File: src/rtl/countdown_timer.sv
`default_nettype none
// ============================================================================
//  Module      : countdown_timer
//  Description : Four-digit BCD MM:SS down-counter. A preset is loaded with
//                'load', start_stop toggles run/pause, and every PRESCALE
//                ticks while running the count drops by one second. Reaching
//                00:00 gives a one-cycle 'done' pulse and holds the 'expired'
//                level until the next load or reset.
//
//  Parameters  : PRESCALE      - tick pulses per one-second decrement (1..255)
//
//  Ports       : clk           - system clock, rising edge
//                reset         - synchronous active-high reset
//                tick          - one-cycle enable from the tick generator
//                load          - one-cycle pulse, latch clamped preset
//                start_stop    - one-cycle pulse, toggle run/pause
//                preset_min    - BCD minutes {tens, ones}
//                preset_sec    - BCD seconds {tens, ones}
//                time_reading  - {min_tens, min_ones, sec_tens, sec_ones}
//                running       - high while running
//                expired       - high while expired
//                done          - one-cycle pulse on reaching 00:00
//
//  Options     : COUNTDOWN_AUTO_RELOAD_EN - when defined, reaching 00:00
//                reloads the stored preset and keeps running (a stored
//                preset of 00:00 falls back to normal expiry).
//
//  Revision    : 1.0 - initial release
// ============================================================================
module countdown_timer #(
    parameter int PRESCALE = 1
) (
    input  logic        clk,
    input  logic        reset,
    input  logic        tick,
    input  logic        load,
    input  logic        start_stop,
    input  logic [7:0]  preset_min,
    input  logic [7:0]  preset_sec,
    output logic [15:0] time_reading,
    output logic        running,
    output logic        expired,
    output logic        done
);

    localparam logic [1:0] S_IDLE    = 2'd0;
    localparam logic [1:0] S_RUN     = 2'd1;
    localparam logic [1:0] S_PAUSE   = 2'd2;
    localparam logic [1:0] S_EXPIRED = 2'd3;

    localparam logic [7:0] c_presc_last = 8'(PRESCALE - 1);

    logic [1:0]  r_state;
    logic [1:0]  w_state_nxt;
    logic [15:0] r_count;
    logic [15:0] w_count_nxt;
    logic [7:0]  r_presc;
    logic [7:0]  w_presc_nxt;
    logic        r_done;
    logic        w_done_nxt;
    logic [15:0] w_clamped;
    logic [15:0] w_count_dec;

`ifdef COUNTDOWN_AUTO_RELOAD_EN
    logic [15:0] r_preset;
    logic [15:0] w_preset_nxt;
`endif

    function automatic logic [3:0] f_clamp(input logic [3:0] d, input logic [3:0] lim);
        return (d > lim) ? lim : d;
    endfunction

    // One-second BCD decrement with borrow ripple. Caller guarantees the
    // input is non-zero, so min_tens never underflows.
    function automatic logic [15:0] f_bcd_dec(input logic [15:0] t);
        logic [3:0] mt, mo, st, so;
        {mt, mo, st, so} = t;
        if (so != 4'd0) begin
            so = so - 4'd1;
        end else begin
            so = 4'd9;
            if (st != 4'd0) begin
                st = st - 4'd1;
            end else begin
                st = 4'd5;
                if (mo != 4'd0) begin
                    mo = mo - 4'd1;
                end else begin
                    mo = 4'd9;
                    mt = mt - 4'd1;
                end
            end
        end
        return {mt, mo, st, so};
    endfunction

    assign w_clamped = {f_clamp(preset_min[7:4], 4'd9), f_clamp(preset_min[3:0], 4'd9),
                        f_clamp(preset_sec[7:4], 4'd5), f_clamp(preset_sec[3:0], 4'd9)};
    assign w_count_dec = f_bcd_dec(r_count);

    always_comb begin
        w_state_nxt = r_state;
        w_count_nxt = r_count;
        w_presc_nxt = r_presc;
        w_done_nxt  = 1'b0;
`ifdef COUNTDOWN_AUTO_RELOAD_EN
        w_preset_nxt = r_preset;
`endif
        if (load) begin
            w_count_nxt = w_clamped;
            w_presc_nxt = 8'd0;
            w_state_nxt = S_IDLE;
`ifdef COUNTDOWN_AUTO_RELOAD_EN
            w_preset_nxt = w_clamped;
`endif
        end else if (start_stop) begin
            // A coincident tick is dropped; prescaler keeps its phase.
            case (r_state)
                S_IDLE:  if (r_count != 16'h0000) w_state_nxt = S_RUN;
                S_RUN:   w_state_nxt = S_PAUSE;
                S_PAUSE: w_state_nxt = S_RUN;
                default: w_state_nxt = r_state;
            endcase
        end else if (tick && (r_state == S_RUN)) begin
            if (r_presc == c_presc_last) begin
                w_presc_nxt = 8'd0;
                if (r_count != 16'h0000) begin
                    w_count_nxt = w_count_dec;
                    if (w_count_dec == 16'h0000) begin
                        w_done_nxt = 1'b1;
`ifdef COUNTDOWN_AUTO_RELOAD_EN
                        if (r_preset != 16'h0000) begin
                            w_count_nxt = r_preset;
                        end else begin
                            w_state_nxt = S_EXPIRED;
                        end
`else
                        w_state_nxt = S_EXPIRED;
`endif
                    end
                end
            end else begin
                w_presc_nxt = r_presc + 8'd1;
            end
        end
    end

    always_ff @(posedge clk) begin
        if (reset) begin
            r_state <= S_IDLE;
            r_count <= 16'h0000;
            r_presc <= 8'd0;
            r_done  <= 1'b0;
        end else begin
            r_state <= w_state_nxt;
            r_count <= w_count_nxt;
            r_presc <= w_presc_nxt;
            r_done  <= w_done_nxt;
        end
    end

`ifdef COUNTDOWN_AUTO_RELOAD_EN
    always_ff @(posedge clk) begin
        if (reset) begin
            r_preset <= 16'h0000;
        end else begin
            r_preset <= w_preset_nxt;
        end
    end
`endif

    assign time_reading = r_count;
    assign running      = (r_state == S_RUN);
    assign expired      = (r_state == S_EXPIRED);
    assign done         = r_done;

endmodule
`default_nettype wire

File: config.mk
export PLATFORM = sky130hd
export DESIGN_NAME = countdown_timer
export DESIGN_NICKNAME = d
export VERILOG_FILES = /design/src/rtl/countdown_timer.sv
export SDC_FILE = /design/constraint.sdc
export NUM_CORES = 1
export LEC_CHECK = 0
export CAP_MARGIN = 40
export CORE_MARGIN = 5
export CORE_UTILIZATION = 60
export DETAILED_ROUTE_END_ITERATION = 6
export DONT_BUFFER_PORTS = 1
export GPL_TIMING_DRIVEN = 0
export PLACE_DENSITY_LB_ADDON = 0.25
export SLEW_MARGIN = 0
export SYNTH_ARGS = -nofsm -noshare
export SYNTH_HDL_FRONTEND = slang
export SYNTH_SLANG_ARGS = --single-unit
File: constraint.sdc
create_clock -name clk -period 2.8 [get_ports clk]
set_input_delay 0.56 -clock clk [delete_from_list [all_inputs] [get_ports clk]]
set_output_delay 0.56 -clock clk [all_outputs]
set_load 0.05 [all_outputs]
After elaboration in Yosys (flattened, before gate mapping):

Index checks and enable logic that the tools add are counted.

* add/sub/neg operators: 5
* magnitude comparators: 4
* eq/ne operators: 6
* mux-type cells: 27
* bitwise logic cells: 4
* reductions and logical operators: 20

Operator list (number)
* 2-to-1 mux 16 bit: 5
* 2-to-1 mux 4 bit: 13
* zero test 16 bit: 1
* nonzero test 16 bit: 1
* subtractor 4 x 1 -> 4 bit (second input constant): 4
* nonzero test 2 bit: 7
* > comparator 4 bit (second input constant): 3
* 2-to-1 mux 2 bit: 6
* nonzero test 4 bit: 3
* adder 8 x 1 -> 8 bit (second input constant): 1
* zero test 8 bit: 1
* 2-to-1 mux 8 bit: 1
* one-hot mux 2 bit (3 select lines): 1
* AND reduction 6 bit: 1
* OR reduction 6 bit: 1
* == test 2 bit (second input constant): 2
* > comparator 4 x 3 -> 1 bit (second input constant): 1
* != test 2 bit (second input constant): 2
* != test 4 x 1 -> 1 bit (second input constant): 1
* NOT 1 bit: 4
* AND reduction 4 bit: 1
* == test 2 x 1 -> 1 bit (second input constant): 1
* zero test 2 bit: 1
* AND reduction 2 bit: 1
* 3 further kinds: 3

* flip-flop bits (word level): 27
* input port bits: 21
* output and inout port bits: 19
* word-level logic and storage cells: 70

Depth between registers and ports, before layout:

* depth after elaboration: 10
* mapped depth: 8
* mapped depth without buffers: 7

Worst setup path before layout:

Ideal clock, no wire load.

* path kind: register to register
* start point: register r_count[12], in the netlist time_reading[12]
* end point: register r_count[13], in the netlist time_reading[13]
* library setup time: 122 ps
* arrival: 2155 ps
* data required time: 2678 ps
* path slack: 523 ps
* stages on the path, launching flop included: 8
* buffers on the path: 1
* period minus slack after synthesis: 2277 ps
* cell sequence: dfxtp_1 > inv_1 > ha_1 > and4_1 > buf_4 > nor4_4 > a211oi_1 > a311o_1

* longest elaborated chain between the ends: 9
* elaborated cells between the ends (all ways): 12
* classes of those cells: 1 x add/sub; 8 x mux; 3 x reduce/logical

Ends and longest elaborated chain
* start, declared: line 55 `logic [15:0] r_count;`
* start signal, assigned: line 156 `r_count <= w_count_nxt;`
* subtractor 4 x 1 -> 4 bit: line 90 `mt = mt - 4'd1;`
* 2-to-1 mux 4 bit: line 86 `if (mo != 4'd0) begin`
* 2-to-1 mux 4 bit: line 82 `if (st != 4'd0) begin`
* 2-to-1 mux 4 bit: line 78 `if (so != 4'd0) begin`
* 2-to-1 mux 16 bit: line 127 `if (r_count != 16'h0000) begin`
* 2-to-1 mux 16 bit: line 125 `if (r_presc == c_presc_last) begin`
* 2-to-1 mux 16 bit: line 124 `end else if (tick && (r_state == S_RUN)) begin`
* 2-to-1 mux 16 bit: line 116 `end else if (start_stop) begin`
* 2-to-1 mux 16 bit: line 109 `if (load) begin`

Several ways; a longest one is shown, not always the timed one. The select of a mux whose other input is x is not followed.
A chain may end at the register's enable or synchronous reset.

Worst setup path after layout:

* start point: register r_count[10], in the netlist time_reading[10]
* end point: register r_count[13], in the netlist time_reading[13]

* longest elaborated chain between the ends: 9
* elaborated cells between the ends (all ways): 12
* classes of those cells: 8 x mux; 4 x reduce/logical

Ends and longest elaborated chain (line)
* nonzero test 4 bit: 86
* 2-to-1 mux 4 bit: 86
* 2-to-1 mux 4 bit: 82
* 2-to-1 mux 4 bit: 78
* 2-to-1 mux 16 bit: 127
* 2-to-1 mux 16 bit: 125
* 2-to-1 mux 16 bit: 124
* 2-to-1 mux 16 bit: 116
* 2-to-1 mux 16 bit: 109

Several ways; a longest one is shown, not always the timed one. The select of a mux whose other input is x is not followed.

==> metrics.cfg <==
[yosys]
synth_cells=190
synth.yosys.warnings=0
synth-main-ff-cell=sky130_fd_sc_hd__dfxtp_1
synth_xor_xnor_area_share_pct=6.29
synth_compound_gate_area_share_pct=19.8
synth.yosys.seq_area_share_pct=32.3
synth-adder-area-share_pct=2.99
yosys-top-cells-area=sky130_fd_sc_hd__dfxtp_1, sky130_fd_sc_hd__nor2_1, sky130_fd_sc_hd__a2111oi_4
syn_area_um2=1670
synth_largest_area_cell=sky130_fd_sc_hd__dfxtp_1
number_of_enable_type_register_cells_in_the_synthesized_netlist=0
yosys.area_share.simple_pct=29.6
yosys.cell_types.count=46
synth_top_cell_area_share_pct=32.3
dominant_combinational_cell_family_by_area_after_synthesis=simple AND/OR/NAND/NOR gates
synthesized_area_per_cell_um2=8.80
ys_ff_latch=27
yosys-mux-area-fraction_pct=3.59
ys_async_sr_fraction_pct=0
synth_nets=215

[clock_network]
cts-buffers-inserted=3
cts_root_buffer=sky130_fd_sc_hd__clkbuf_4
cts_hold_buffers=0
h-tree-depth=1
tritoncts=yes
clock_sinks=27
longest_clk_path_bufs=2
postCtsSetupRepairBufs=0
clk_latency_ps=310
cts_resized=0
path_clk_slew_ps=140

[routing]
post_drt_via_cell_ratio=6.35
drt_first_iter_violations=128
dr_total_vias=1435
avgRoutedWirePerCell_um=17.2
drtAntennaViolNets=0
dr.pass1.iters=4
route.final.wire_length_mm=3.88
drt_drc_violations_left=0

[setup_path]
setup.worst_path.class=flip-flop to flip-flop
timing.reg2reg.worst_path_depth=6
worst_ep_required_time_ps=3020
critical_path.reg2reg.endpoint=time_reading[13]
critPathMaxFanout=10
cp-end-kind=flip-flop
launch_point_of_the_worst_reg_to_reg_path=time_reading[10]
crit_path_start_kind=flip-flop
worst_path_arrival_ps=2800
ff2ff_setup_slack_ps=220

[pwr]
total_power_per_unit_cell_area_nw_per_um2=444
seq_power_share_pct=60.8
power.internal_w=0.000508
clock_power_share_pct=21.2
worst_ir_drop_vdd_v=0.000310
power.net_switching_w=0.000265
power.leakage_nw=0.598
sw_ratio_pct=34.3
power.share.combinational_pct=18.1

[timing]
skew_ps=1.86
maxSlewViolCount=0
hold_viol_final=0
achievable-frequency_mhz=387
timing.max_slew.rel_slack_pct=50.2
layout_worst_path_cycle_share_pct=92.2
setup_ws_ps=218
setup_repair_after_global_routing_missed_its_margin=no
slew_at_the_pin_closest_to_its_max_slew_limit_ps=746
finalSetupViolCount=0
final_period_minus_worst_setup_slack_ps=2580
finalSetupTns_ps=0

[die]
chipWidth_um=62.8
initial_core_util_pct=61.7
die_y_um=62.8
core_um2=2710
fp.dieArea_um2=3940
row_count=19
io_pins=40

[placement]
port-buffer-count=0
dp_slack_ps=263
globalplace.congestion=0.840
placed_cell_area_um2=1720
placedCellCount=222
dpl.hpwl_mm=3.09

[global_routing]
grt_pass1_wl_mm=6.82
grt_start_max_net_pins=15
grt_overflow_total=0
first_global_vias=1527
groute.usage.overall_pct=20.6
number_of_antenna_violations_at_the_first_check_in_global_routing=0

[status]
outcome=complete, no violations

[final_layout]
fin_cells=226
drive_above_1_share_pct=15.9
antennaDiodeCount=0
most_common_cell_after_layout_fill_and_taps_aside=sky130_fd_sc_hd__dfxtp_1
sequential_cell_area_um2=541
fillerInstances=273
mostFrequentLayoutCells=sky130_fd_sc_hd__dfxtp_1, sky130_fd_sc_hd__nor2_1, sky130_fd_sc_hd__nor3_1, sky130_fd_sc_hd__inv_1
area_taken_by_multi_input_logic_gates_um2=1040
area_delta_synth_final_pct=4.34
finish.net_count=221
final_cell_area_um2=1740

[hold_path]
hp-class=primary input to flip-flop
holdCritStartpoint=start_stop
holdPathEnd=done
min_path_cells=1

[flow_run]
maximum_capacitance_violations=0

worst max-delay path by stage:
| stage | from | end | slack [ps] | cells past startpoint |
|---|---|---|---|---|
| finish | time_reading[10] | time_reading[13] | 220 | 6 |
| floorplan | time_reading[12] | time_reading[13] | 520 | 7 |
| detailed placement | time_reading[10] | time_reading[13] | 260 | 6 |
| global placement | time_reading[10] | time_reading[13] | 320 | 6 |
| CTS | time_reading[10] | time_reading[13] | 240 | 6 |
| global route | time_reading[10] | time_reading[13] | 80 | 6 |
sequential cells by signal (all words and copies together), names as in the netlist:
signal,count
done,1
time_reading,16
r_presc,8
r_state,2
per-layer routing:
| layer | vias to the layer above | track usage (%) | part of all wire, % |
|---|---|---|---|
| met5 | - | 0 | 0 |
| met4 | 0 | 7.96 | 1.5 |
| met3 | 6 | 3.96 | 5.6 |
| met2 | 42 | 36.8 | 53 |
| met1 | 685 | 23.8 | 40 |
| li1 | 702 | - | - |
power by group through the flow:
stage | Clock (W) | Combinational [W] | Sequential, W
2_1_floorplan | 0 | 0.000114 | 0.000473
3_3_place_gp | 0 | 0.000133 | 0.000478
3_5_place_dp | 0 | 0.000138 | 0.000479
4_1_cts | 0.000168 | 0.000139 | 0.000470
5_1_grt | 0.000187 | 0.000155 | 0.000474
6_report | 0.000164 | 0.000140 | 0.000470
Yosys cell counts (2+ instances only):
master	n
sky130_fd_sc_hd__a31o_2	2
sky130_fd_sc_hd__xor2_1	6
sky130_fd_sc_hd__or2_2	5
sky130_fd_sc_hd__a211oi_1	8
sky130_fd_sc_hd__and4_1	2
sky130_fd_sc_hd__nor2_1	26
sky130_fd_sc_hd__xnor2_1	6
sky130_fd_sc_hd__buf_2	2
sky130_fd_sc_hd__o21ai_0	8
sky130_fd_sc_hd__buf_4	3
sky130_fd_sc_hd__a311oi_1	2
sky130_fd_sc_hd__ha_1	4
sky130_fd_sc_hd__nand3_1	7
sky130_fd_sc_hd__a2111oi_4	3
sky130_fd_sc_hd__nor4_4	2
sky130_fd_sc_hd__dfxtp_1	27
sky130_fd_sc_hd__nand2_1	8
sky130_fd_sc_hd__mux2i_1	6
sky130_fd_sc_hd__nor3_1	10
sky130_fd_sc_hd__nor2b_1	3
sky130_fd_sc_hd__nor4_1	3
sky130_fd_sc_hd__a21o_1	2
sky130_fd_sc_hd__a21oi_1	7
sky130_fd_sc_hd__nand3_2	2
sky130_fd_sc_hd__or3_1	3
sky130_fd_sc_hd__nand4_1	5
sky130_fd_sc_hd__inv_1	9
area by class of cell:
type                    instances  area share (%)
flip-flops and latches         27            31.0
multi-input cells             146            59.7
repair buffers                  1           0.430
plain buffers                   8            3.23
inverters                       9            1.94
clock buffers                   4            1.51
well taps                      31            2.22
worst max-delay path: stages (launching register included):
cell                       delay (ps)
sky130_fd_sc_hd__dfxtp_1          750
sky130_fd_sc_hd__nor2_1           300
sky130_fd_sc_hd__and4_1           290
sky130_fd_sc_hd__buf_4            200
sky130_fd_sc_hd__nor4_4           470
sky130_fd_sc_hd__a211oi_1         140
sky130_fd_sc_hd__a311o_1          340
through the flow:
step / util (%) / hold slack, ps / total power, W
4_1_cts: 64.4 / 289 / 0.000777
3_3_place_gp: 63.1 / 497 / 0.000611
3_5_place_dp: 63.4 / 513 / 0.000617
6_report: 64.4 / 298 / 0.000774
2_1_floorplan: - / 480 / 0.000586
5_1_grt: 64.4 / 270 / 0.000816
cell families after synthesis:
kind of cell / after synthesis
simple gates: 85
compound gates: 39
flops: 27
buf+inv: 17
xor+xnor: 12
mux: 6
fa+ha+maj: 4
(Power assumes the default switching activity.)
